==> src/rtl/adder_share_arbiter_pkg.sv <==
// Shared constants, response record and helpers for the shared-adder arbiter.
package adder_share_arbiter_pkg;

  localparam int ADDER_W = 32;
  // Widest requester index supported (NREQ up to 8).
  localparam int MAX_IDW = 3;

  typedef enum logic {
    SLOT_EMPTY = 1'b0,
    SLOT_FULL  = 1'b1
  } slot_state_e;

  typedef struct packed {
    logic [ADDER_W-1:0] sum;
    logic               cout;
    logic               ovf;
    logic [MAX_IDW-1:0] id;
  } rsp_t;

  function automatic int clog2(input int n);
    int r;
    r = 0;
    for (int v = n - 1; v > 0; v = v >> 1) begin
      r = r + 1;
    end
    return r;
  endfunction

endpackage

==> src/rtl/adder_share_arbiter_rr_arbiter.sv <==
// Combinational round-robin arbiter: first requester at or after ptr wins,
// wrapping modulo NREQ. Grant and index are zero when disabled or idle.
module rr_arbiter
  import adder_share_arbiter_pkg::*;
#(
  parameter int NREQ = 4,
  parameter int IDW  = clog2(NREQ)
) (
  input  logic [NREQ-1:0] req_i,
  input  logic [IDW-1:0]  ptr_i,
  input  logic            en_i,
  output logic [NREQ-1:0] gnt_o,
  output logic [IDW-1:0]  idx_o
);

  logic [2*NREQ-1:0] dbl;
  logic [NREQ-1:0]   rot;
  logic [IDW:0]      pos;
  logic              found;

  always_comb begin
    // Rotate so bit k of rot is requester (ptr+k) mod NREQ.
    dbl   = {req_i, req_i} >> ptr_i;
    rot   = dbl[NREQ-1:0];
    found = 1'b0;
    pos   = '0;
    idx_o = '0;
    gnt_o = '0;
    for (int k = 0; k < NREQ; k++) begin
      if (!found && rot[k]) begin
        found = 1'b1;
        pos   = {1'b0, ptr_i} + (IDW+1)'(k);
        if (pos >= (IDW+1)'(NREQ)) begin
          pos = pos - (IDW+1)'(NREQ);
        end
        idx_o = pos[IDW-1:0];
      end
    end
    if (en_i && found) begin
      gnt_o = NREQ'(1) << idx_o;
    end else begin
      idx_o = '0;
    end
  end

endmodule

==> src/rtl/bitwithoutmuxcarrylook1.sv <==
// 32-bit carry-lookahead adder without carry-in: 4-bit lookahead groups,
// group generate/propagate chained between groups.
module bitwithoutmuxcarrylook1 (
  input  logic [31:0] a_i,
  input  logic [31:0] b_i,
  output logic [31:0] sum_o,
  output logic        cout_o
);

  logic [31:0] p;
  logic [31:0] g;
  logic [31:0] c;
  logic [8:0]  cg;
  logic [7:0]  gg;
  logic [7:0]  gp;

  assign p     = a_i ^ b_i;
  assign g     = a_i & b_i;
  assign cg[0] = 1'b0;

  for (genvar k = 0; k < 8; k++) begin : g_grp
    localparam int B = 4 * k;
    assign c[B]   = cg[k];
    assign c[B+1] = g[B] | (p[B] & cg[k]);
    assign c[B+2] = g[B+1] | (p[B+1] & g[B]) | (p[B+1] & p[B] & cg[k]);
    assign c[B+3] = g[B+2] | (p[B+2] & g[B+1]) | (p[B+2] & p[B+1] & g[B])
                  | (p[B+2] & p[B+1] & p[B] & cg[k]);
    assign gg[k]  = g[B+3] | (p[B+3] & g[B+2]) | (p[B+3] & p[B+2] & g[B+1])
                  | (p[B+3] & p[B+2] & p[B+1] & g[B]);
    assign gp[k]  = &p[B+3:B];
    assign cg[k+1] = gg[k] | (gp[k] & cg[k]);
  end

  assign sum_o  = p ^ c;
  assign cout_o = cg[8];

endmodule

==> src/rtl/adder_share_arbiter.sv <==
// One shared 32-bit lookahead adder time-multiplexed across NREQ requesters
// with round-robin arbitration and a single registered response slot.
module adder_share_arbiter
  import adder_share_arbiter_pkg::*;
#(
  parameter int NREQ = 4,
  parameter int IDW  = 2
) (
  input  logic                    clk,
  input  logic                    rst,
  input  logic [NREQ-1:0]         req_valid,
  output logic [NREQ-1:0]         req_ready,
  input  logic [NREQ*ADDER_W-1:0] req_a,
  input  logic [NREQ*ADDER_W-1:0] req_b,
  output logic                    rsp_valid,
  input  logic                    rsp_ready,
  output logic [ADDER_W-1:0]      rsp_sum,
  output logic                    rsp_cout,
  output logic                    rsp_ovf,
  output logic [IDW-1:0]          rsp_id
);

  // Handshake: a transfer happens on a rising edge where valid && ready.
  // req_ready is a Mealy function of req_valid, so requesters must not
  // derive req_valid from req_ready and must hold operands until accepted.
  // The response slot may be refilled on the same edge it drains.

  slot_state_e         slot_q, slot_d;
  rsp_t                rsp_q, rsp_d;
  logic [IDW-1:0]      rr_ptr_q, rr_ptr_d;
  logic [NREQ-1:0]     gnt;
  logic [IDW-1:0]      gnt_idx;
  logic                can_issue;
  logic                issue;
  logic [ADDER_W-1:0]  a_sel;
  logic [ADDER_W-1:0]  b_sel;
  logic [ADDER_W-1:0]  sum;
  logic                cout;
  logic                ovf;

  rr_arbiter #(
    .NREQ (NREQ),
    .IDW  (IDW)
  ) u_arb (
    .req_i (req_valid),
    .ptr_i (rr_ptr_q),
    .en_i  (can_issue && !rst),
    .gnt_o (gnt),
    .idx_o (gnt_idx)
  );

  assign issue     = |gnt;
  assign req_ready = gnt;

  always_comb begin
    a_sel = '0;
    b_sel = '0;
    for (int i = 0; i < NREQ; i++) begin
      if (gnt[i]) begin
        a_sel = req_a[i*ADDER_W +: ADDER_W];
        b_sel = req_b[i*ADDER_W +: ADDER_W];
      end
    end
  end

  bitwithoutmuxcarrylook1 u_add (
    .a_i    (a_sel),
    .b_i    (b_sel),
    .sum_o  (sum),
    .cout_o (cout)
  );

  assign ovf = (a_sel[ADDER_W-1] == b_sel[ADDER_W-1]) &&
               (sum[ADDER_W-1] != a_sel[ADDER_W-1]);

  // Slot FSM: state register
  always_ff @(posedge clk or posedge rst) begin
    if (rst) begin
      slot_q <= SLOT_EMPTY;
    end else begin
      slot_q <= slot_d;
    end
  end

  // Slot FSM: next state
  always_comb begin
    slot_d = slot_q;
    case (slot_q)
      SLOT_EMPTY: if (issue) slot_d = SLOT_FULL;
      SLOT_FULL:  if (!issue && rsp_ready) slot_d = SLOT_EMPTY;
      default:    slot_d = SLOT_EMPTY;
    endcase
  end

  // Slot FSM: outputs
  always_comb begin
    rsp_valid = (slot_q == SLOT_FULL);
    can_issue = (slot_q == SLOT_EMPTY) || rsp_ready;
    rsp_sum   = rsp_q.sum;
    rsp_cout  = rsp_q.cout;
    rsp_ovf   = rsp_q.ovf;
    rsp_id    = IDW'(rsp_q.id);
  end

  // Fields only move on issue, so a drained or stalled slot keeps its value.
  always_comb begin
    rsp_d    = rsp_q;
    rr_ptr_d = rr_ptr_q;
    if (issue) begin
      rsp_d.sum  = sum;
      rsp_d.cout = cout;
      rsp_d.ovf  = ovf;
      rsp_d.id   = MAX_IDW'(gnt_idx);
      rr_ptr_d   = (gnt_idx == IDW'(NREQ - 1)) ? '0 : gnt_idx + IDW'(1);
    end
  end

  always_ff @(posedge clk or posedge rst) begin
    if (rst) begin
      rsp_q    <= '0;
      rr_ptr_q <= '0;
    end else begin
      rsp_q    <= rsp_d;
      rr_ptr_q <= rr_ptr_d;
    end
  end

endmodule
==> config.mk <==
export PLATFORM = sky130hd
export DESIGN_NAME = adder_share_arbiter
export DESIGN_NICKNAME = d
export VERILOG_FILES = /design/src/rtl/adder_share_arbiter_pkg.sv /design/src/rtl/adder_share_arbiter_rr_arbiter.sv /design/src/rtl/bitwithoutmuxcarrylook1.sv /design/src/rtl/adder_share_arbiter.sv
export SDC_FILE = /design/constraint.sdc
export NUM_CORES = 1
export LEC_CHECK = 0
export ABC_AREA = 1
export CAP_MARGIN = 20
export CORE_UTILIZATION = 36
export DETAILED_ROUTE_END_ITERATION = 10
export PLACE_DENSITY_LB_ADDON = 0.1
export RECOVER_POWER = 25
export SLEW_MARGIN = 25
export SYNTH_ARGS = -nofsm -noshare
export SYNTH_HDL_FRONTEND = slang
export SYNTH_HIERARCHICAL = 1
export SYNTH_SLANG_ARGS = --single-unit
==> constraint.sdc <==
create_clock -name clk -period 4.2 [get_ports clk]
set_clock_uncertainty 0.2 [all_clocks]
set_input_delay 0.42 -clock clk [delete_from_list [all_inputs] [get_ports clk]]
set_output_delay 0.42 -clock clk [all_outputs]
set_load 0.02 [all_outputs]
* Yosys cells after proc, flatten, opt, wreduce, memory -nomap -nowiden
Cells that the tools add are included.
** Word-level totals
- Register bits :: 39
- Input bits :: 263
- Output and inout bits :: 41
- Word-level logic and storage cells :: 264
** Operators by class
- Add/sub/neg operators :: 8
- Order comparisons :: 4
- Eq/ne operators :: 3
- Shifts and indexed selects :: 2
- Multiplexer cells :: 26
- Bitwise gates (word level) :: 194
- Reductions and logical operators :: 21
** Operator list (number)
- $mux 32 :: 8
- $and 1x1->1 :: 114
- $or 1x1->1 :: 76
- $xor 32x32->32 :: 2
- $and 32x32->32 :: 1
- $reduce_and 4->1 :: 7
- $mux 2 :: 10
- $ge 3x3->1 const B :: 3
- $shr 8x2->4 :: 1
- $sub 2x1->2 const B :: 4
- $logic_and 1x1->1 :: 7
- $add 2x2->3 const B :: 2
- $mux 1 :: 6
- $logic_not 1->1 :: 5
- $mux 4 :: 1
- $reduce_or 4->1 :: 1
- $shl 1x2->4 const A :: 1
- $add 2x1->3 const B :: 1
- $ge 2x3->1 const B :: 1
- $add 2x1->2 const B :: 1
- $eq 2x2->1 const B :: 1
- $pmux 1 s2 :: 1
- $eq 1x1->1 :: 1
- $logic_or 1x1->1 :: 1
- 2 further kinds :: 2

* Longest topological paths before layout
Gate-level depths: netlist (run 1).
- Depth in word-level cells :: 39
- Depth in mapped cells :: 43

* Hierarchy
The synthesis (run 1) kept the hierarchy.
** By module, submodules not included
- adder_share_arbiter :: instances 1, cells an instance 615, area each 3560.9 um^2, seq. area each 975.9 um^2
- bitwithoutmuxcarrylook1 :: instances 1, cells an instance 170, area each 1327.5 um^2, seq. area each 0.0 um^2
- rr_arbiter :: instances 1, cells an instance 79, area each 409.1 um^2, seq. area each 0.0 um^2

* Worst setup path after synthesis (run 1)
OpenSTA, ideal clock, no wires.
- Kind :: reg2reg
- Start :: register rr_ptr_q[0]
- End :: register rsp_q (netlist bit rsp_sum[29])
- Data arrival time :: 4.234 ns
- Data required time :: 3.883 ns
- Slack :: -0.351 ns
- Stages on the path, launching flop included :: 37
- Period minus slack after synthesis :: 4.551 ns
- Path through :: dfrtp_1 > buf_6 > inv_6 > nand2_2 > nand3_2 > nand2_4 > nor2_2 > nand2_1 > nand2_1 > nand3_2 > nor2_1 > buf_4 > buf_2 > a21oi_1 > nand2_1 > o21ai_1 > o21ai_1 > ha_1 > or2_0 > nand2_1 > nand2_2 > nand2_2 > nand2_4 > nand2_4 > nand2_4 > nand2_4 > nand2_4 > nand2_4 > nand2_4 > nand2_4 > nand2_4 > nand2_4 > nand2_4 > fa_1 > xor2_1 > nand2_1 > nand2_1
** On the way
- Elaborated cells on any way between the ends :: 121
- Classes of those cells :: add/sub (7); order compare (4); shift (2); mux (21); bitwise (73); reduce/logical (14)
** RTL lines
- start: declaration :: RTL line adder_share_arbiter.sv:30 : logic [IDW-1:0] rr_ptr_q, rr_ptr_d;
- start signal: assignment :: RTL line adder_share_arbiter.sv:124 : rr_ptr_q <= rr_ptr_d;
- parallel branches: the longest is 12 deep, another holds $add 2x1->3
- $mux 4 (*) :: RTL line adder_share_arbiter_rr_arbiter.sv:39 : if (en_i && found) begin
- via req_ready[1] :: RTL line adder_share_arbiter.sv:12 : output logic [NREQ-1:0] req_ready,
- $mux 32 (*) (3 in series) :: RTL line adder_share_arbiter.sv:59 : if (gnt[i]) begin
- via a_sel[3] :: RTL line adder_share_arbiter.sv:35 : logic [ADDER_W-1:0] a_sel;
- $xor 32x32->32 :: RTL line bitwithoutmuxcarrylook1.sv:17 : assign p = a_i ^ b_i;
- $and 1x1->1 (on tied branches) :: RTL line bitwithoutmuxcarrylook1.sv:28, bitwithoutmuxcarrylook1.sv:29
- $or 1x1->1 (tied with other cells) :: RTL line bitwithoutmuxcarrylook1.sv:28 : assign gg[k] = g[B+3] | (p[B+3] & g[B+2]) | (p[B+3] & p[B+2] & g[B+1])
- (+10 left out)
- $and 1x1->1 (*) :: RTL line bitwithoutmuxcarrylook1.sv:31 : assign cg[k+1] = gg[k] | (gp[k] & cg[k]);
- $or 1x1->1 (*) :: RTL line bitwithoutmuxcarrylook1.sv:31
- $and 1x1->1 (*) :: RTL line bitwithoutmuxcarrylook1.sv:31
- $or 1x1->1 (*) :: RTL line bitwithoutmuxcarrylook1.sv:31
- $and 1x1->1 (*) :: RTL line bitwithoutmuxcarrylook1.sv:24 : assign c[B+1] = g[B] | (p[B] & cg[k]);
- $or 1x1->1 (*) :: RTL line bitwithoutmuxcarrylook1.sv:24
- $xor 32x32->32 (*) :: RTL line bitwithoutmuxcarrylook1.sv:34 : assign sum_o = p ^ c;
- via sum[29] :: RTL line adder_share_arbiter.sv:37 : logic [ADDER_W-1:0] sum;
- end signal: assignment :: RTL line adder_share_arbiter.sv:123 : rsp_q <= rsp_d;
- end: declaration :: RTL line adder_share_arbiter.sv:29 : rsp_t rsp_q, rsp_d;
Mark *: on every way through the listed nets, which the timed path passes.
A chain may end at the register's enable or synchronous reset.

* Final worst setup path (run 1)
- Start :: register rr_ptr_q[0]
- End :: register rsp_q (netlist bit rsp_sum[29])
** On the way
- Word-level cells in the longest chain between the ends :: 37
- Elaborated cells on any way between the ends :: 121
- Classes of those cells :: add/sub (7); order compare (4); shift (2); mux (21); bitwise (73); reduce/logical (14)
** RTL lines (RTL line)
- parallel branches: the longest is 12 deep, another holds $add 2x1->3
- $mux 4 (*) :: adder_share_arbiter_rr_arbiter.sv:39
- $mux 32 (3 in series) :: adder_share_arbiter.sv:59
- $mux 32 (*) :: adder_share_arbiter.sv:59
- via a_sel[3] :: adder_share_arbiter.sv:35
- $xor 32x32->32 :: bitwithoutmuxcarrylook1.sv:17
- $and 1x1->1 (on tied branches) :: bitwithoutmuxcarrylook1.sv:28, bitwithoutmuxcarrylook1.sv:29
- $or 1x1->1 (tied with other cells) :: bitwithoutmuxcarrylook1.sv:28
- (+10 left out)
- $and 1x1->1 (*) :: bitwithoutmuxcarrylook1.sv:31
- $or 1x1->1 (*) :: bitwithoutmuxcarrylook1.sv:31
- $and 1x1->1 (*) :: bitwithoutmuxcarrylook1.sv:31
- $or 1x1->1 (*) :: bitwithoutmuxcarrylook1.sv:31
- $and 1x1->1 (*) :: bitwithoutmuxcarrylook1.sv:24
- $or 1x1->1 (*) :: bitwithoutmuxcarrylook1.sv:24
- $xor 32x32->32 (*) :: bitwithoutmuxcarrylook1.sv:34
- via sum[29] :: adder_share_arbiter.sv:37
Marks and branches as above.

==> results.json, run 1 <==
{
  "stdcell_count": 1441,
  "post_drt_wl_per_cell_um": 15.8,
  "crit_cells": 35,
  "numCtsBuffers": 5,
  "path_clk_slew_ns": 0.06,
  "syn_nets": 1168,
  "antenna_found_initial": 1,
  "drive_gt1_share_pct": 21.1,
  "num_vias": 7343,
  "min_period_over_period_pct": 105,
  "final_common_cell": "clkdlybuf4s50_1",
  "critical_path.endpoint": "rsp_sum[29]$_DFFE_PP0P_",
  "grt_pass1_wl_um": 32700,
  "ys_ff_latch": 39,
  "path_delay_family": "simple AND/OR/NAND/NOR gates",
  "place.gp.congestion": 0.855,
  "rrSetupSlack_ns": -0.22,
  "synthesis.area_mm2": 0.00530,
  "rows": 43,
  "dp_hpwl_um": 16600,
  "dieArea_mm2": 0.0152,
  "final_nets": 1563,
  "setup_violations": 13,
  "synth.largest_area_cell": "nand2_1",
  "die_x_um": 123,
  "hold_depth": 2,
  "crit_path_start_kind": "flop",
  "ys_seq_area_share_pct": 18.4,
  "rr_endpoint": "rsp_sum[29]$_DFFE_PP0P_",
  "ios": 304,
  "dieHeight_um": 123,
  "final_hold_viol_count": 0,
  "root_buffer": "clkbuf_16",
  "yosysTopAreaCellShare_pct": 21.7,
  "worst_slack_ns": -0.216,
  "maxSlewViolCount": 40,
  "slew_headroom_pct": -8.11,
  "path_max_fanout": 6,
  "first_pass_iters": 4,
  "clk_latency_ns": 0.28,
  "p_leak_uw": 0.00492,
  "ys_warn_count": 6,
  "cp.arrival_ns": 4.38,
  "routed_wl_um": 22800,
  "tightest_slew_ns": 1.62,
  "fill_cells": 1191,
  "grt_overflow_total": 0,
  "synthCells": 864,
  "setup.worst_path.class": "flop to flop",
  "end_kind": "flop",
  "hold_buffers": 0,
  "grt_pass1_vias": 6900,
  "drtIter0Drc": 315,
  "avgViaCountPerCell": 5.10,
  "route.detailed.drc": 0,
  "grt_max_degree": 41,
  "rsz0062_at_grt": "yes",
  "startpoint": "rr_ptr_q[0]$_DFFE_PP0P_",
  "power_density_mw_per_mm2": 840,
  "clk_path_buf_depth": 2,
  "initial_core_util_pct": 37.6,
  "fmax_mhz": 226,
  "avgSynthCellArea_um2": 6.13,
  "postLayoutCoreUtil_pct": 72.3,
  "cp_common_cell": "nand2_4",
  "io_buffers": 303,
  "synth_area_leaders": "nand2_1 (22%), dfrtp_1 (18%), o21ai_1 (12%), nand3_1 (8.1%), ha_1 (7.8%)",
  "dp.cells": 1395,
  "r2r-start": "rr_ptr_q[0]$_DFFE_PP0P_",
  "violations": "capacitance limit, slew limit, setup timing",
  "path_buf_inv": 4,
  "reg2regPathDepth": 35,
  "core-area_mm2": 0.0141,
  "antenna_left": 0,
  "final_cell_mix": "clkdlybuf4s50_1 (298), nand2_1 (288), o21ai_1 (115)",
  "cts.sinks": 39,
  "syn_to_final_growth_pct": 92.4,
  "place_ws_ns": -0.668,
  "cpMaxStageDelayCell": "dfrtp_2",
  "cts_tree": "done",
  "hold_path.class": "flop to flop",
  "vdd_ir_drop_max_mv": 0.530,
  "maxCapViolCount": 1,
  "htreeDepth": 2,
  "required_ns": 4.17,
  "status": "complete, but fails checks",
  "grt_usage_pct": 27.9,
  "slowest_delay_ns": 0.46,
  "fin_crit_ns": 4.42,
  "synth_cell_types": 34
}
[logic make-up (layout without fill, tap and decap cells)]
logic type                 after synthesis  after routing  synth area share (%)
and+or+nand+nor                        457            458                  38.1
AOI/OAI and AO/OA                      214            214                  20.8
buffers and inverters                   92            487                  8.38
adders and majority gates               41             41                  10.8
DFF                                     39             39                  18.4
xor gates and xnor gates                21             21                  3.47
other                                    0              1                     0
[what timing repair did]
action,in CTS,in global routing
gates cloned,5,2
hold endpoints to repair,0,0
pin swaps,35,43
buffers inserted,24,8
endpoints found under the setup margin,19,22
resized for setup,72,52
[flip-flops by register name, indices dropped and copies added (netlist names)]
register   flops
rsp_sum       32
rsp_id         2
rsp_cout       1
rsp_ovf        1
rsp_valid      1
rr_ptr_q       2
[cell type report]
| class | instances | area (um^2) | share of cell area [%] |
|---|---|---|---|
| Inverter | 35 | 163 | 1.60 |
| Tap cell | 180 | 225 | 2.21 |
| Multi-Input combinational cell | 734 | 4280 | 42.0 |
| Antenna cell | 1 | 2.50 | 0.0245 |
| Clock inverter | 1 | 7.51 | 0.0736 |
| Clock buffer | 7 | 153 | 1.50 |
| Sequential cell | 39 | 977 | 9.59 |
| Timing Repair Buffer | 444 | 4390 | 43.1 |
[how the worst min path moves through the flow]
stage / from / to / slack [ns]
after global routing: rsp_sum[22]$_DFFE_PP0P_ / rsp_sum[22]$_DFFE_PP0P_ / 0.29
after global placement: rsp_sum[22]$_DFFE_PP0P_ / rsp_sum[22]$_DFFE_PP0P_ / 0.25
after floorplan: rr_ptr_q[1]$_DFFE_PP0P_ / rr_ptr_q[1]$_DFFE_PP0P_ / 0.24
final: rsp_sum[13]$_DFFE_PP0P_ / rsp_sum[13]$_DFFE_PP0P_ / 0.27
after CTS: rsp_sum[13]$_DFFE_PP0P_ / rsp_sum[13]$_DFFE_PP0P_ / 0.27
after detailed placement: rsp_sum[13]$_DFFE_PP0P_ / rsp_sum[13]$_DFFE_PP0P_ / 0.26
[Yosys cell counts (all sizes together)]
cell type  number
o21ai         130
a21o            1
ha             33
nor3            1
o21bai          2
clkinv          1
nand3b          1
dfrtp          39
a21oi          79
nor2           28
fa              8
inv            34
nand4           3
nand2         334
or2             1
xnor2           5
xor2           16
clkbuf          6
buf            51
o31ai           1
nand3          89
a211oi          1
[stage by stage]
stage          instance area (um^2)  TNS, ns  hold slack (ns)  total power (uW)
3_3_place_gp                   9180    -7.38            0.253              7070
2_1_floorplan                  5410        0            0.243              4750
6_report                      10200    -1.76            0.270              8560
5_1_grt                       10200    -6.50            0.289              9310
3_5_place_dp                   9180    -8.95            0.257              7160
4_1_cts                        9910   -0.261            0.273              8150
[worst min-delay path, delay by kind of cell (launching register included)]
family	cells	cell delay [ns]
DFF	1	0.34
and+or+nand+nor	2	0.09
[report_power, final]
| part | total [uW] | internal (uW) | switching (uW) |
|---|---|---|---|
| Combinational | 7510 | 3520 | 3990 |
| Clock | 409 | 253 | 156 |
| Sequential | 645 | 554 | 91.5 |
[per-layer routing]
| layer | track usage, % | vias up | wire, um | share of wire, % |
|---|---|---|---|---|
| met5 | 0 | - | 12 | 0.053 |
| met4 | 9.41 | 2 | 645 | 2.8 |
| met3 | 6.46 | 44 | 1580 | 6.9 |
| met2 | 52.4 | 267 | 11700 | 51 |
| met1 | 30.3 | 3364 | 8820 | 39 |
| li1 | - | 3666 | - | - |
No activity file was read; power rests on OpenSTA's default activity.
==> run 2: changes to the inputs <==
Settings changed: CORE_ASPECT_RATIO set to 1.75, CTS_CLUSTER_DIAMETER set to 80.
==> run 2 against run 1 <==
The flow still finishes with violations (capacitance limit, slew limit, setup timing). Sequential cell count stayed put. Combinational power up 1%. Count of clock-buffer cells in the layout shrank 2. Sequential share of layout area down 0.076 points. First-iteration DRC count rose by 3.8%. Via count rose by 2.3%. Cell area is 0.93% higher. Setup slack worse by 0.0054 ns. Power rose by 0.87%. Critical path depth stayed put. Critical path type unchanged.
==> results.json, run 2 (same netlist as run 1, synthesis figures left out) <==
{
  "status": "complete, but fails checks",
  "violations": "capacitance limit, slew limit, setup timing",
  "first_pass_iters": 5,
  "path_max_fanout": 8,
  "switchingPower_uw": 4300,
  "maxSlewViolCount": 40,
  "dieHeight_um": 162,
  "intPower_uw": 4330,
  "syn_to_final_growth_pct": 94.2,
  "path_buf_inv": 4,
  "dieArea_mm2": 0.0152,
  "reg2regPathDepth": 35,
  "grt_overflow_total": 0,
  "grt_pass1_vias": 7249,
  "min_period_over_period_pct": 105,
  "finalPower_uw": 8640,
  "place.gp.congestion": 0.881,
  "rr_endpoint": "rsp_sum[29]$_DFFE_PP0P_",
  "drive_gt1_share_pct": 22.7,
  "pwr-share-clk_pct": 4.4,
  "comb_power_share_pct": 88.2,
  "fin_crit_ns": 4.42,
  "numCtsBuffers": 5,
  "final_hold_viol_count": 0,
  "r2r-start": "rr_ptr_q[0]$_DFFE_PP0P_",
  "rows": 58,
  "cp_common_cell": "nand2_4",
  "root_buffer": "clkbuf_16",
  "grt_usage_pct": 29.3,
  "grt_max_degree": 41,
  "crit_path_start_kind": "flop",
  "post_drt_wl_per_cell_um": 16.2,
  "final_cell_mix": "clkdlybuf4s50_1 (298), nand2_1 (288), buf_4 (128)",
  "clk_latency_ns": 0.29,
  "crit_cells": 35,
  "initial_core_util_pct": 36.9,
  "grt_pass1_wl_um": 34600,
  "final_nets": 1581,
  "cp.arrival_ns": 4.40,
  "slowest_delay_ns": 0.43,
  "rrSetupSlack_ns": -0.22,
  "final_common_cell": "clkdlybuf4s50_1",
  "swShare_pct": 49.8,
  "tightest_slew_ns": 1.63,
  "antenna_left": 0,
  "route.detailed.drc": 0,
  "seqPwrFrac_pct": 7.4,
  "cts_tree": "done",
  "cts.sinks": 39,
  "required_ns": 4.18,
  "critical_path.endpoint": "rsp_sum[29]$_DFFE_PP0P_",
  "maxCapViolCount": 1,
  "antenna_found_initial": 2,
  "hold_path.class": "flop to flop",
  "clk_path_buf_depth": 2,
  "vdd_ir_drop_max_mv": 0.382,
  "fmax_mhz": 226,
  "path_clk_slew_ns": 0.06,
  "cpMaxStageDelayCell": "dfrtp_2",
  "routed_wl_um": 23700,
  "end_kind": "flop",
  "p_leak_uw": 0.00501,
  "ios": 304,
  "setup.worst_path.class": "flop to flop",
  "startpoint": "rr_ptr_q[0]$_DFFE_PP0P_",
  "drtIter0Drc": 327,
  "io_buffers": 303,
  "largest_reg_flops": 32,
  "dp_hpwl_um": 17600,
  "power_density_mw_per_mm2": 839,
  "num_vias": 7510,
  "slew_headroom_pct": -9.10,
  "rsz0062_at_grt": "yes",
  "avgViaCountPerCell": 5.14,
  "path_delay_family": "simple AND/OR/NAND/NOR gates",
  "place_ws_ns": -0.628,
  "worst_slack_ns": -0.222,
  "core-area_mm2": 0.0144,
  "die_x_um": 93.7,
  "htreeDepth": 2,
  "setup_violations": 12
}
run 2: cell count changes in the layout (fill, tap and decap cells not counted), moves of 3 or more:
cell,before,now
o21ai_1,115,111
buf_16,3,0
buf_4,108,128
a21oi_2,11,14
a21oi_1,68,64
clkinv_2,0,3
o21ai_2,11,15
run 2: final cells by class:
type / instances / area, um^2
diodes: 2 / 5.00
clock buffers: 5 / 125
clock inverters: 3 / 15.0
fillers: 1215 / 4080
inverters: 35 / 144
multi-input cells: 734 / 4330
flip-flops and latches: 39 / 978
well taps: 180 / 225
repair buffers: 462 / 4470
run 2: power by group through the flow:
stage                     Combinational (uW)  Clock, uW  Sequential, uW
final                                   7620        377             637
after global routing                    8360        399             654
after CTS                               7100        387             635
after detailed placement                6650          0             654
after global placement                  6550          0             651
after floorplan                         3960          0             790
run 2: how the worst min path moves through the flow:
stage	start	end	slack [ns]	cells after the start
2_1_floorplan	rr_ptr_q[1]$_DFFE_PP0P_	rr_ptr_q[1]$_DFFE_PP0P_	0.24	2
3_3_place_gp	rsp_sum[9]$_DFFE_PP0P_	rsp_sum[9]$_DFFE_PP0P_	0.25	2
3_5_place_dp	rsp_sum[31]$_DFFE_PP0P_	rsp_sum[31]$_DFFE_PP0P_	0.26	2
4_1_cts	rsp_sum[31]$_DFFE_PP0P_	rsp_sum[31]$_DFFE_PP0P_	0.27	2
5_1_grt	rsp_sum[31]$_DFFE_PP0P_	rsp_sum[31]$_DFFE_PP0P_	0.29	2
6_report	rsp_sum[31]$_DFFE_PP0P_	rsp_sum[31]$_DFFE_PP0P_	0.27	2
run 2: per-layer routing:
metal	GRT usage, %	share of wire [%]	up-vias
li1	-	-	3699
met1	30.2	35	3415
met2	55.5	53	311
met3	4.86	6.1	85
met4	14.3	5.7	0
met5	0	0	-
run 2: worst register-to-register path, delay by kind of cell (launching register included):
family                     cells  cell delay [ns]
AOI/OAI and AO/OA              2             0.39
xor gates and xnor gates       1             0.16
adders and majority gates      2             0.66
buffers and inverters          4             0.55
DFF                            1             0.43
and+or+nand+nor               26             1.93
run 2: repair_timing:
item / 4_1_cts / 5_1_grt
pin swaps: 27 / 58
setup endpoints to repair: 14 / 22
setup buffers: 34 / 14
gates cloned: 1 / 1
gates resized for setup: 54 / 66
hold buffers: 0 / 0
run 2: stage by stage:
step,hold WS [ns],cell area [um^2],util [%],cells,TNS [ns]
after floorplan,0.243,5410,-,864,0
after global placement,0.253,9300,64.7,1407,-5.88
after detailed placement,0.257,9300,64.7,1407,-7.94
after CTS,0.272,9910,69.0,1450,-0.335
after global routing,0.287,10300,71.6,1460,-5.54
final,0.268,10300,71.6,1460,-1.32
